## config.mk

```make
export PLATFORM = sky130hd
export DESIGN_NAME = int4_fp16_operand_feeder
export DESIGN_NICKNAME = d
export VERILOG_FILES = /design/src/rtl/int4_fp16_operand_feeder_pkg.sv /design/src/rtl/int4_fp16_operand_feeder_unpacker.sv /design/src/rtl/int4_fp16_operand_feeder.sv
export SDC_FILE = /design/constraint.sdc
export NUM_CORES = 1
export LEC_CHECK = 0
export BUFFER_PORTS_ARGS = -buffer_cell sky130_fd_sc_hd__buf_2
export CELL_PAD_IN_SITES_DETAIL_PLACEMENT = 1
export CELL_PAD_IN_SITES_GLOBAL_PLACEMENT = 1
export CORE_MARGIN = 10
export CORE_UTILIZATION = 42
export DETAILED_ROUTE_END_ITERATION = 16
export PLACE_DENSITY_LB_ADDON = 0.1
export SLEW_MARGIN = 30
export SYNTH_ARGS = -nofsm -noshare
export SYNTH_HDL_FRONTEND = slang
export SYNTH_SLANG_ARGS = --single-unit
```

## constraint.sdc

```tcl
create_clock -name clk -period 3.4 [get_ports clk]
set_clock_uncertainty 0.05 [all_clocks]
set_input_delay 0.17 -clock clk [delete_from_list [all_inputs] [get_ports clk]]
set_output_delay 0.17 -clock clk [all_outputs]
set_load 0.03 [all_outputs]
```

## src/rtl/int4_fp16_operand_feeder_pkg.sv

```systemverilog
`default_nettype none
// ============================================================================
// Package     : int4_fp16_pkg
// Description : Shared types and constants for the INT4 x FP16 operand feeder.
// Revision    : 1.0 - initial release
// ============================================================================
package int4_fp16_pkg;

    typedef logic [15:0]        fp16_t;
    typedef logic signed [3:0]  int4_t;

    // Nibbles per weight word for the default 32-bit word width
    localparam int NIB = 8;

    typedef enum logic [1:0] {
        IDLE  = 2'd0,
        RUN   = 2'd1,
        DRAIN = 2'd2
    } feeder_state_e;

    // True for +0 and -0 (sign bit ignored)
    function automatic logic fp16_is_zero(input fp16_t v);
        return (v[14:0] == 15'd0);
    endfunction

endpackage
`default_nettype wire

```

## src/rtl/int4_fp16_operand_feeder_unpacker.sv

```systemverilog
`default_nettype none
// ============================================================================
// Module      : int4_weight_unpacker
// Description : Holds one packed weight word and hands out its nibbles LSB
//               first; fetches a new word only while the job still needs one.
// Revision    : 1.0 - initial release
// ============================================================================
module int4_weight_unpacker
    import int4_fp16_pkg::*;
#(
    parameter int WORD_W = 32,
    parameter int LEN_W  = 16
) (
    input  logic              clk,
    input  logic              rst_n,
    input  logic              i_run,
    input  logic              i_consume,
    input  logic [LEN_W-1:0]  i_rem,
    input  logic              i_w_valid,
    output logic              o_w_ready,
    input  logic [WORD_W-1:0] i_w_data,
    output logic              o_buf_valid,
    output int4_t             o_nibble
);

    localparam int c_NIB   = WORD_W / 4;
    localparam int c_IDX_W = $clog2(c_NIB);

    logic [WORD_W-1:0]  r_word;
    logic [c_IDX_W-1:0] r_nib_idx;
    logic               r_buf_valid;

    logic w_last_nib;
    logic w_wrap;
    logic w_need_word;
    logic w_fill;

    assign w_last_nib = (r_nib_idx == c_IDX_W'(c_NIB - 1));
    assign w_wrap     = i_consume && w_last_nib;

    // A word is fetched only if pairs remain beyond what the buffer still holds
    assign w_need_word = r_buf_valid ? (w_wrap && (i_rem > LEN_W'(1)))
                                     : (i_rem != '0);
    assign o_w_ready   = i_run && w_need_word;
    assign w_fill      = i_w_valid && o_w_ready;

    always_ff @(posedge clk) begin
        if (!rst_n) begin
            r_word      <= '0;
            r_nib_idx   <= '0;
            r_buf_valid <= 1'b0;
        end else if (!i_run) begin
            // Leftover nibbles of the job's final word are dropped here
            r_nib_idx   <= '0;
            r_buf_valid <= 1'b0;
        end else begin
            if (i_consume) begin
                r_nib_idx <= w_last_nib ? '0 : r_nib_idx + 1'b1;
            end
            if (w_fill) begin
                r_word      <= i_w_data;
                r_buf_valid <= 1'b1;
            end else if (w_wrap) begin
                r_buf_valid <= 1'b0;
            end
        end
    end

    assign o_buf_valid = r_buf_valid;
    assign o_nibble    = int4_t'(r_word[{r_nib_idx, 2'b00} +: 4]);

endmodule
`default_nettype wire

```

## src/rtl/int4_fp16_operand_feeder.sv

```systemverilog
`default_nettype none
// ============================================================================
// Module      : int4_fp16_operand_feeder
// Description : Pairs FP16 activations with unpacked INT4 weights, one pair
//               per cycle, for the int4_fp16_mul input handshake.
//               Optional build macro FEEDER_ZERO_SKIP_EN suppresses pairs with
//               a zero weight or zero activation (job's final pair excepted).
// Revision    : 1.0 - initial release
// ============================================================================
module int4_fp16_operand_feeder
    import int4_fp16_pkg::*;
#(
    parameter int WORD_W = 32,
    parameter int LEN_W  = 16
) (
    input  logic              clk,
    input  logic              rst_n,
    input  logic              cmd_valid,
    output logic              cmd_ready,
    input  logic [LEN_W-1:0]  cmd_len,
    input  logic              w_valid,
    output logic              w_ready,
    input  logic [WORD_W-1:0] w_data,
    input  logic              a_valid,
    output logic              a_ready,
    input  logic [15:0]       a_fp16,
    output logic              out_valid,
    input  logic              out_ready,
    output logic [15:0]       out_fp16,
    output logic [3:0]        out_int4,
    output logic              out_last,
    output logic              done
);

    feeder_state_e r_state;
    feeder_state_e w_state_nxt;

    logic [LEN_W-1:0] r_rem;
    logic             r_out_valid;
    fp16_t            r_out_fp16;
    logic [3:0]       r_out_int4;
    logic             r_out_last;
    logic             r_done;

    logic  w_cmd_hs;
    logic  w_out_hs;
    logic  w_room;
    logic  w_run;
    logic  w_buf_valid;
    int4_t w_nibble;
    logic  w_load_ok;
    logic  w_fire;
    logic  w_rem_one;
    logic  w_emit;

    assign cmd_ready = (r_state == IDLE);
    assign w_cmd_hs  = cmd_valid && cmd_ready;
    assign w_out_hs  = r_out_valid && out_ready;
    assign w_room    = !r_out_valid || out_ready;
    assign w_run     = (r_state == RUN);
    assign w_rem_one = (r_rem == LEN_W'(1));

    assign w_load_ok = w_run && (r_rem != '0) && w_buf_valid && w_room;
    assign a_ready   = w_load_ok;
    assign w_fire    = w_load_ok && a_valid;

`ifdef FEEDER_ZERO_SKIP_EN
    assign w_emit = w_rem_one || !((w_nibble == 4'sd0) || fp16_is_zero(a_fp16));
`else
    assign w_emit = 1'b1;
`endif

    int4_weight_unpacker #(
        .WORD_W (WORD_W),
        .LEN_W  (LEN_W)
    ) u_unpacker (
        .clk         (clk),
        .rst_n       (rst_n),
        .i_run       (w_run),
        .i_consume   (w_fire),
        .i_rem       (r_rem),
        .i_w_valid   (w_valid),
        .o_w_ready   (w_ready),
        .i_w_data    (w_data),
        .o_buf_valid (w_buf_valid),
        .o_nibble    (w_nibble)
    );

    always_ff @(posedge clk) begin
        if (!rst_n) begin
            r_state <= IDLE;
        end else begin
            r_state <= w_state_nxt;
        end
    end

    always_comb begin
        w_state_nxt = r_state;
        case (r_state)
            IDLE:    if (w_cmd_hs && (cmd_len != '0)) w_state_nxt = RUN;
            RUN:     if (w_fire && w_rem_one)         w_state_nxt = DRAIN;
            DRAIN:   if (w_out_hs && r_out_last)      w_state_nxt = IDLE;
            default:                                  w_state_nxt = IDLE;
        endcase
    end

    always_ff @(posedge clk) begin
        if (!rst_n) begin
            r_rem       <= '0;
            r_out_valid <= 1'b0;
            r_out_fp16  <= '0;
            r_out_int4  <= '0;
            r_out_last  <= 1'b0;
            r_done      <= 1'b0;
        end else begin
            if (w_cmd_hs) begin
                r_rem <= cmd_len;
            end else if (w_fire) begin
                r_rem <= r_rem - LEN_W'(1);
            end

            // A suppressed pair still retires any pair handed off this cycle
            if (w_fire) begin
                r_out_valid <= w_emit;
                if (w_emit) begin
                    r_out_fp16 <= a_fp16;
                    r_out_int4 <= w_nibble;
                    r_out_last <= w_rem_one;
                end
            end else if (w_out_hs) begin
                r_out_valid <= 1'b0;
            end

            r_done <= ((r_state == DRAIN) && w_out_hs && r_out_last)
                   || (w_cmd_hs && (cmd_len == '0));
        end
    end

    assign out_valid = r_out_valid;
    assign out_fp16  = r_out_fp16;
    assign out_int4  = r_out_int4;
    assign out_last  = r_out_last;
    assign done      = r_done;

endmodule
`default_nettype wire

```

# After elaboration in Yosys (flattened, before gate mapping)
# Index checks and enable logic that the tools add are counted.
# W data, S select, Z words.
word_totals:
  latchBits: 0
  input_bits: 70
  elab_cells: 62
  ramBits: 0
  mem_count: 0
  romBits: 0
  regBits: 77
  out_inout_bits: 26
classes:
  eq_ne: 7
  n_bitwise: 0
  n_shift: 1
  magnitude_cmp: 1
  mul: 0
  add_sub_neg: 2
  reduce_logical: 29
  div_mod_pow: 0
  muxes: 12
op_table:
  columns: ["op", "n"]
  rows:
  - ["$mux W16", 2]
  - ["$reduce_bool A16 Y1", 2]
  - ["$shiftx A32 B6 Y4", 1]
  - ["$eq A16 B1 Y1 const B", 1]
  - ["$gt A16 B1 Y1 const B", 1]
  - ["$logic_and A1 B1 Y1", 16]
  - ["$logic_not A16 Y1", 1]
  - ["$sub A16 B1 Y16 const B", 1]
  - ["$mux W2", 3]
  - ["$pmux W2 S3", 1]
  - ["$reduce_bool A2 Y1", 3]
  - ["$mux W1", 5]
  - ["$ne A2 B2 Y1 const B", 2]
  - ["$reduce_and A2 Y1", 2]
  - ["$add A3 B1 Y3 const B", 1]
  - ["$eq A3 B3 Y1 const B", 1]
  - ["$mux W3", 1]
  - ["$reduce_and A3 Y1", 1]
  - ["$eq A2 B1 Y1 const B", 1]
  - ["$eq A2 B2 Y1 const B", 1]
  - ["$logic_not A2 Y1", 1]
  - ["$logic_or A1 B1 Y1", 2]
  - ["$ne A2 B1 Y1 const B", 1]
  - ["$logic_not A1 Y1", 1]

# Depth between registers and ports, before layout
depth:
  ltp_word: 11
  mapped_depth: 9
  ltp_nobuf: 7

# By module
# From an unflattened synthesis, not the netlist that was laid out.
unflattened:
  hier_cells: 416
  area_unflattened_um2: 3726.1
by_module_without_submodules:
  columns: ["mod", "instances", "seq_area_each_um2", "cells_each", "area_per_inst_um2"]
  rows:
  - ["int4_fp16_operand_feeder", 1, 820.8, 237, 1939.4]
  - ["int4_weight_unpacker", 1, 720.7, 179, 1786.7]

# Worst setup path before layout
# OpenSTA, ideal clock, no wires.
synth_path:
  kind: "register to register"
  start: "register r_rem[0]"
  end: "register r_rem[5]"
  stages_incl_launch_ff: 9
  arrival_time_ps: 1914
  setup_time_ps: 115
  path_slack_ps: 1321
  n_path_buf: 1
  synth_period_minus_slack_ps: 2079
  required_ps: 3235
  cell_sequence: "dfxtp_1 -> inv_1 -> ha_1 -> nor4b_1 -> nand4_2 -> and2_1 -> buf_6 -> mux2_4 -> o21a_1"
synth_between:
  elab_chain_len: 6
  word_cells_on_any_way: 9
  classes_between: "1 x add/sub; 2 x mux; 6 x reduce/logical"
synth_lines:
  columns: ["element", "line", "source"]
  rows:
  - ["start, declared", "int4_fp16_operand_feeder.sv:38", "logic [LEN_W-1:0] r_rem;"]
  - ["start signal, assigned", "int4_fp16_operand_feeder.sv:117", "r_rem <= cmd_len;"]
  - ["start signal, assigned", "int4_fp16_operand_feeder.sv:119", "r_rem <= r_rem - LEN_W'(1);"]
  - ["parallel branches: the longest is 6 deep, another holds $sub A16 B1 Y16", null, null]
# Several ways; the timed one is not identified. The select of a mux whose other input is x is not followed.
# A chain may end at the register's enable or synchronous reset.

# Final worst setup path
layout_path:
  start: "register u_unpacker.r_nib_idx[0]"
  end: "register u_unpacker.r_word[11]"
layout_between:
  elab_chain_len: 7
layout_lines:
  columns: ["element", "line", "source"]
  rows:
  - ["start, declared", "int4_fp16_operand_feeder_unpacker.sv:30", "logic [c_IDX_W-1:0] r_nib_idx;"]
  - ["start signal, assigned", "int4_fp16_operand_feeder_unpacker.sv:58", "r_nib_idx <= w_last_nib ? '0 : r_nib_idx + 1'b1;"]
  - ["$eq A3 B3 Y1", "int4_fp16_operand_feeder_unpacker.sv:38", "assign w_last_nib = (r_nib_idx == c_IDX_W'(c_NIB - 1));"]
  - ["$logic_and A1 B1 Y1", "int4_fp16_operand_feeder_unpacker.sv:39", "assign w_wrap = i_consume && w_last_nib;"]
  - ["$logic_and A1 B1 Y1", "int4_fp16_operand_feeder_unpacker.sv:42", "assign w_need_word = r_buf_valid ? (w_wrap && (i_rem > LEN_W'(1)))"]
  - ["$mux W1", "int4_fp16_operand_feeder_unpacker.sv:42", null]
  - ["$logic_and A1 B1 Y1", "int4_fp16_operand_feeder_unpacker.sv:44", "assign o_w_ready = i_run && w_need_word;"]
  - ["$logic_and A1 B1 Y1", "int4_fp16_operand_feeder_unpacker.sv:45", "assign w_fill = i_w_valid && o_w_ready;"]
  - ["$reduce_and A2 Y1 (no source line)", null, null]
  - ["end signal, assigned", "int4_fp16_operand_feeder_unpacker.sv:61", "r_word <= i_w_data;"]
  - ["end, declared", "int4_fp16_operand_feeder_unpacker.sv:29", "logic [WORD_W-1:0] r_word;"]
# No other way between the ends.

==> impl_results.md <==
- Vias: 3273
- # IOs: 96
- CTS buffer count: 9
- Root buffer cell: clkbuf_8
- Site row count: 33
- Chip Width: 112.7 um
- Antenna Nets Post-Route: 0
- WL/cell: 17.18 um
- Largest net degree at the start of global routing: 38
- GP Congestion: 0.8616
- CP cell instances: ha_1, ha_1, and3_1, o21ai_0, nor2_4, buf_12, mux2i_1
- Worst slew margin: 55.79%
- CP Capture Type: register
- Synth-to-layout area growth: 21.16%
- Hold Fails Final Rpt: 0
- Place WS: 792.1 ps
- Status: complete, no violations
- FMAX: 384.4 MHz
- Worst Max-Slew Pin Slew: 661.5 ps
- Max-cap violations: 0
- Final WS setup: 798.5 ps
- First-pass GRT wire length: 17.13 mm
- CP arrival: 2810 ps
- CTS sink count: 77
- Initial core utilization: 43.52%
- Mapped Nets: 490
- Most frequent cells in the layout: nand2_1 (118), buf_2 (95), dfxtp_1 (77), mux2i_1 (36), a21oi_1 (30)
- DP HPWL: 7.836 mm
- Nets: 577
- Wirelength, routed: 10.50 mm
- Max-slew violations: 0
- Primary FF master, synth: dfxtp_1
- Seq/Total Area, Yosys: 42.67%
- Seq cells post-synth: 77
- Initial drt markers: 109
- Worst hold path class: in -> reg
- Most common cell after layout, fill and taps aside: nand2_1
- Vias in the first global route: 3500
- Crit Path Max Fanout: 21
- TritonRoute pass-1 iters: 4
- Netlist cell types: 45
- PwrDens: 433.2 nW/um2
- Worst VDD drop: 0.2139 mV
- Die height: 112.7 um
- Final setup vio count: 0
- Delay-heaviest family, CP: flip-flops
- Most frequent CP cell: ha_1
- Port Buffers: 95
- Worst-path clk slew: 80 ps
- Critical setup path kind: reg -> reg
- Setup TNS: 0 ps
- DIE AREA: 12710 um2
- Antenna diodes: 0
- Layout fillers: 1009
- Crit start category: register
- Gate Count Post-Synth: 415
- RSZ-0062 raised after global routing: no
- CTS Buffer Depth: 2
- Max stage delay cell, worst path: dfxtp_1
- CTS tree: yes
- Hold Crit Start: a_fp16[8]
- Final worst path period share: 76.51%
- Req. time, crit path: 3610 ps
- Netlist Area Pre-Place: 3612 um2
- Ys async rst share: 0%
- Yosys Warn Count: 0
- Layout cells sized above 1: 25.49%
- Gr ovfl total: 0
- Final min period: 2601 ps
- Initial antenna violation count: 0
- Routed vias/inst: 5.357
- Clock latency on the worst-skew pair: 340 ps
- Leak: 1.725 nW
- Reg2reg start: u_unpacker.r_nib_idx[0]$_SDFFE_PN0N_
- Largest stage delay, worst path: 730 ps
- Buf+Inv Stages, Crit Path: 1
- All-layer global routing usage: 16.06%
- CP Launch Point: u_unpacker.r_nib_idx[0]$_SDFFE_PN0N_
- Residual DRC: 0
- Post-synth EDFFs: 0
- H-tree levels: 3
- Avg Inst Size Synth: 8.704 um2
- Core Area: 8299 um2
-- Yosys cell counts (all sizes together), types with 2 or more instances --
library cell / instances / area share (%)
o311ai: 3 / 0.73
nand3: 10 / 1.4
a21o: 2 / 0.42
nand4: 6 / 1.2
nand3b: 3 / 0.62
xor2: 2 / 0.49
inv: 3 / 0.31
a22oi: 2 / 0.42
clkbuf: 15 / 1.6
dfxtp: 77 / 43
and4: 5 / 1.2
mux2i: 36 / 10
nand2b: 3 / 0.52
or3: 4 / 0.69
o21ai: 9 / 1.2
buf: 12 / 1.8
a211oi: 5 / 1.0
o21a: 5 / 1.0
nor3: 5 / 0.83
mux4: 8 / 5.0
nand2: 118 / 12
a31oi: 9 / 1.6
a21oi: 30 / 4.2
ha: 5 / 1.7
and2: 4 / 0.69
o211ai: 3 / 0.62
nor4: 7 / 2.0
nor2: 14 / 1.5
-- routing by layer --
metal | wire [um] | track usage (%) | up-vias
li1 | - | - | 1634
met1 | 4847 | 20.05 | 1560
met2 | 5089 | 26.73 | 65
met3 | 418 | 3.434 | 14
met4 | 144 | 5.584 | 0
met5 | 0 | 0 | -
-- stage by stage --
| step | hold WS, ps | total power, mW | util (%) | instance area, um2 | instances |
|---|---|---|---|---|---|
| 3_5_place_dp | 369.6 | 1.242 | 49.99 | 4149 | 592 |
| 6_report | 14.94 | 1.896 | 52.74 | 4377 | 611 |
| 3_3_place_gp | 363.9 | 1.233 | 49.98 | 4148 | 592 |
| 4_1_cts | 2.157 | 1.922 | 52.74 | 4377 | 611 |
| 5_1_grt | 8.672 | 1.996 | 52.74 | 4377 | 611 |
| 2_1_floorplan | 256.0 | 1.145 | - | 3612 | 415 |
-- sequential cells by signal, summed over array words and instances, names as in the netlist --
register / flops
u_unpacker.r_word: 32
out_valid: 1
done: 1
u_unpacker.o_buf_valid: 1
out_int4: 4
out_fp16: 16
out_last: 1
u_unpacker.r_nib_idx: 3
r_state: 2
r_rem: 16
-- report_power, final --
| part | total (mW) | switching (mW) | internal, mW |
|---|---|---|---|
| sequential | 0.966 | 0.0310 | 0.935 |
| clock | 0.670 | 0.335 | 0.335 |
| combinational | 0.260 | 0.148 | 0.111 |
-- layout make-up --
class                      instances  area [um2]  share of cell area, %
clock buffer                       9       123.9                  2.830
clock inverter                     6       63.81                  1.458
inverter                           4       16.27                 0.3716
multi-input combinational        307        1942                  44.37
sequential                        77        1541                  35.22
tap                              105       131.4                  3.002
timing repair buffer             103       558.0                  12.75
-- worst min-delay path: stages --
cell and delay, ps:
buf_2 100, nand2_1 50, a21oi_1 50
-- what timing repair did --
item	4_1_cts	5_1_grt
gates resized for setup	0	0
hold buffers	4	0
setup buffers	0	0
endpoints found under the hold margin	4	0
-- kinds of logic after synthesis --
| family | after synthesis | synth area share [%] |
|---|---|---|
| simple gates | 183 | 23.73 |
| flops | 77 | 42.67 |
| compound gates | 72 | 12.23 |
| mux | 45 | 15.38 |
| buf+inv | 31 | 3.775 |
| fa+ha+maj | 5 | 1.732 |
| xor+xnor | 2 | 0.4850 |
-- worst paths after layout --
| check | to | slack, ps | cells past startpoint |
|---|---|---|---|
| worst max-delay path | u_unpacker.r_word[11]$_SDFFE_PN0P_ | 800 | 7 |
| worst min-delay path | out_fp16[8]$_SDFFE_PN0N_ | 10 | 3 |
| worst max register to register | u_unpacker.r_word[11]$_SDFFE_PN0P_ | 800 | 7 |
| worst min register to register | out_fp16[8]$_SDFFE_PN0N_ | 400 | 2 |
No activity file was read; power rests on OpenSTA's default activity.
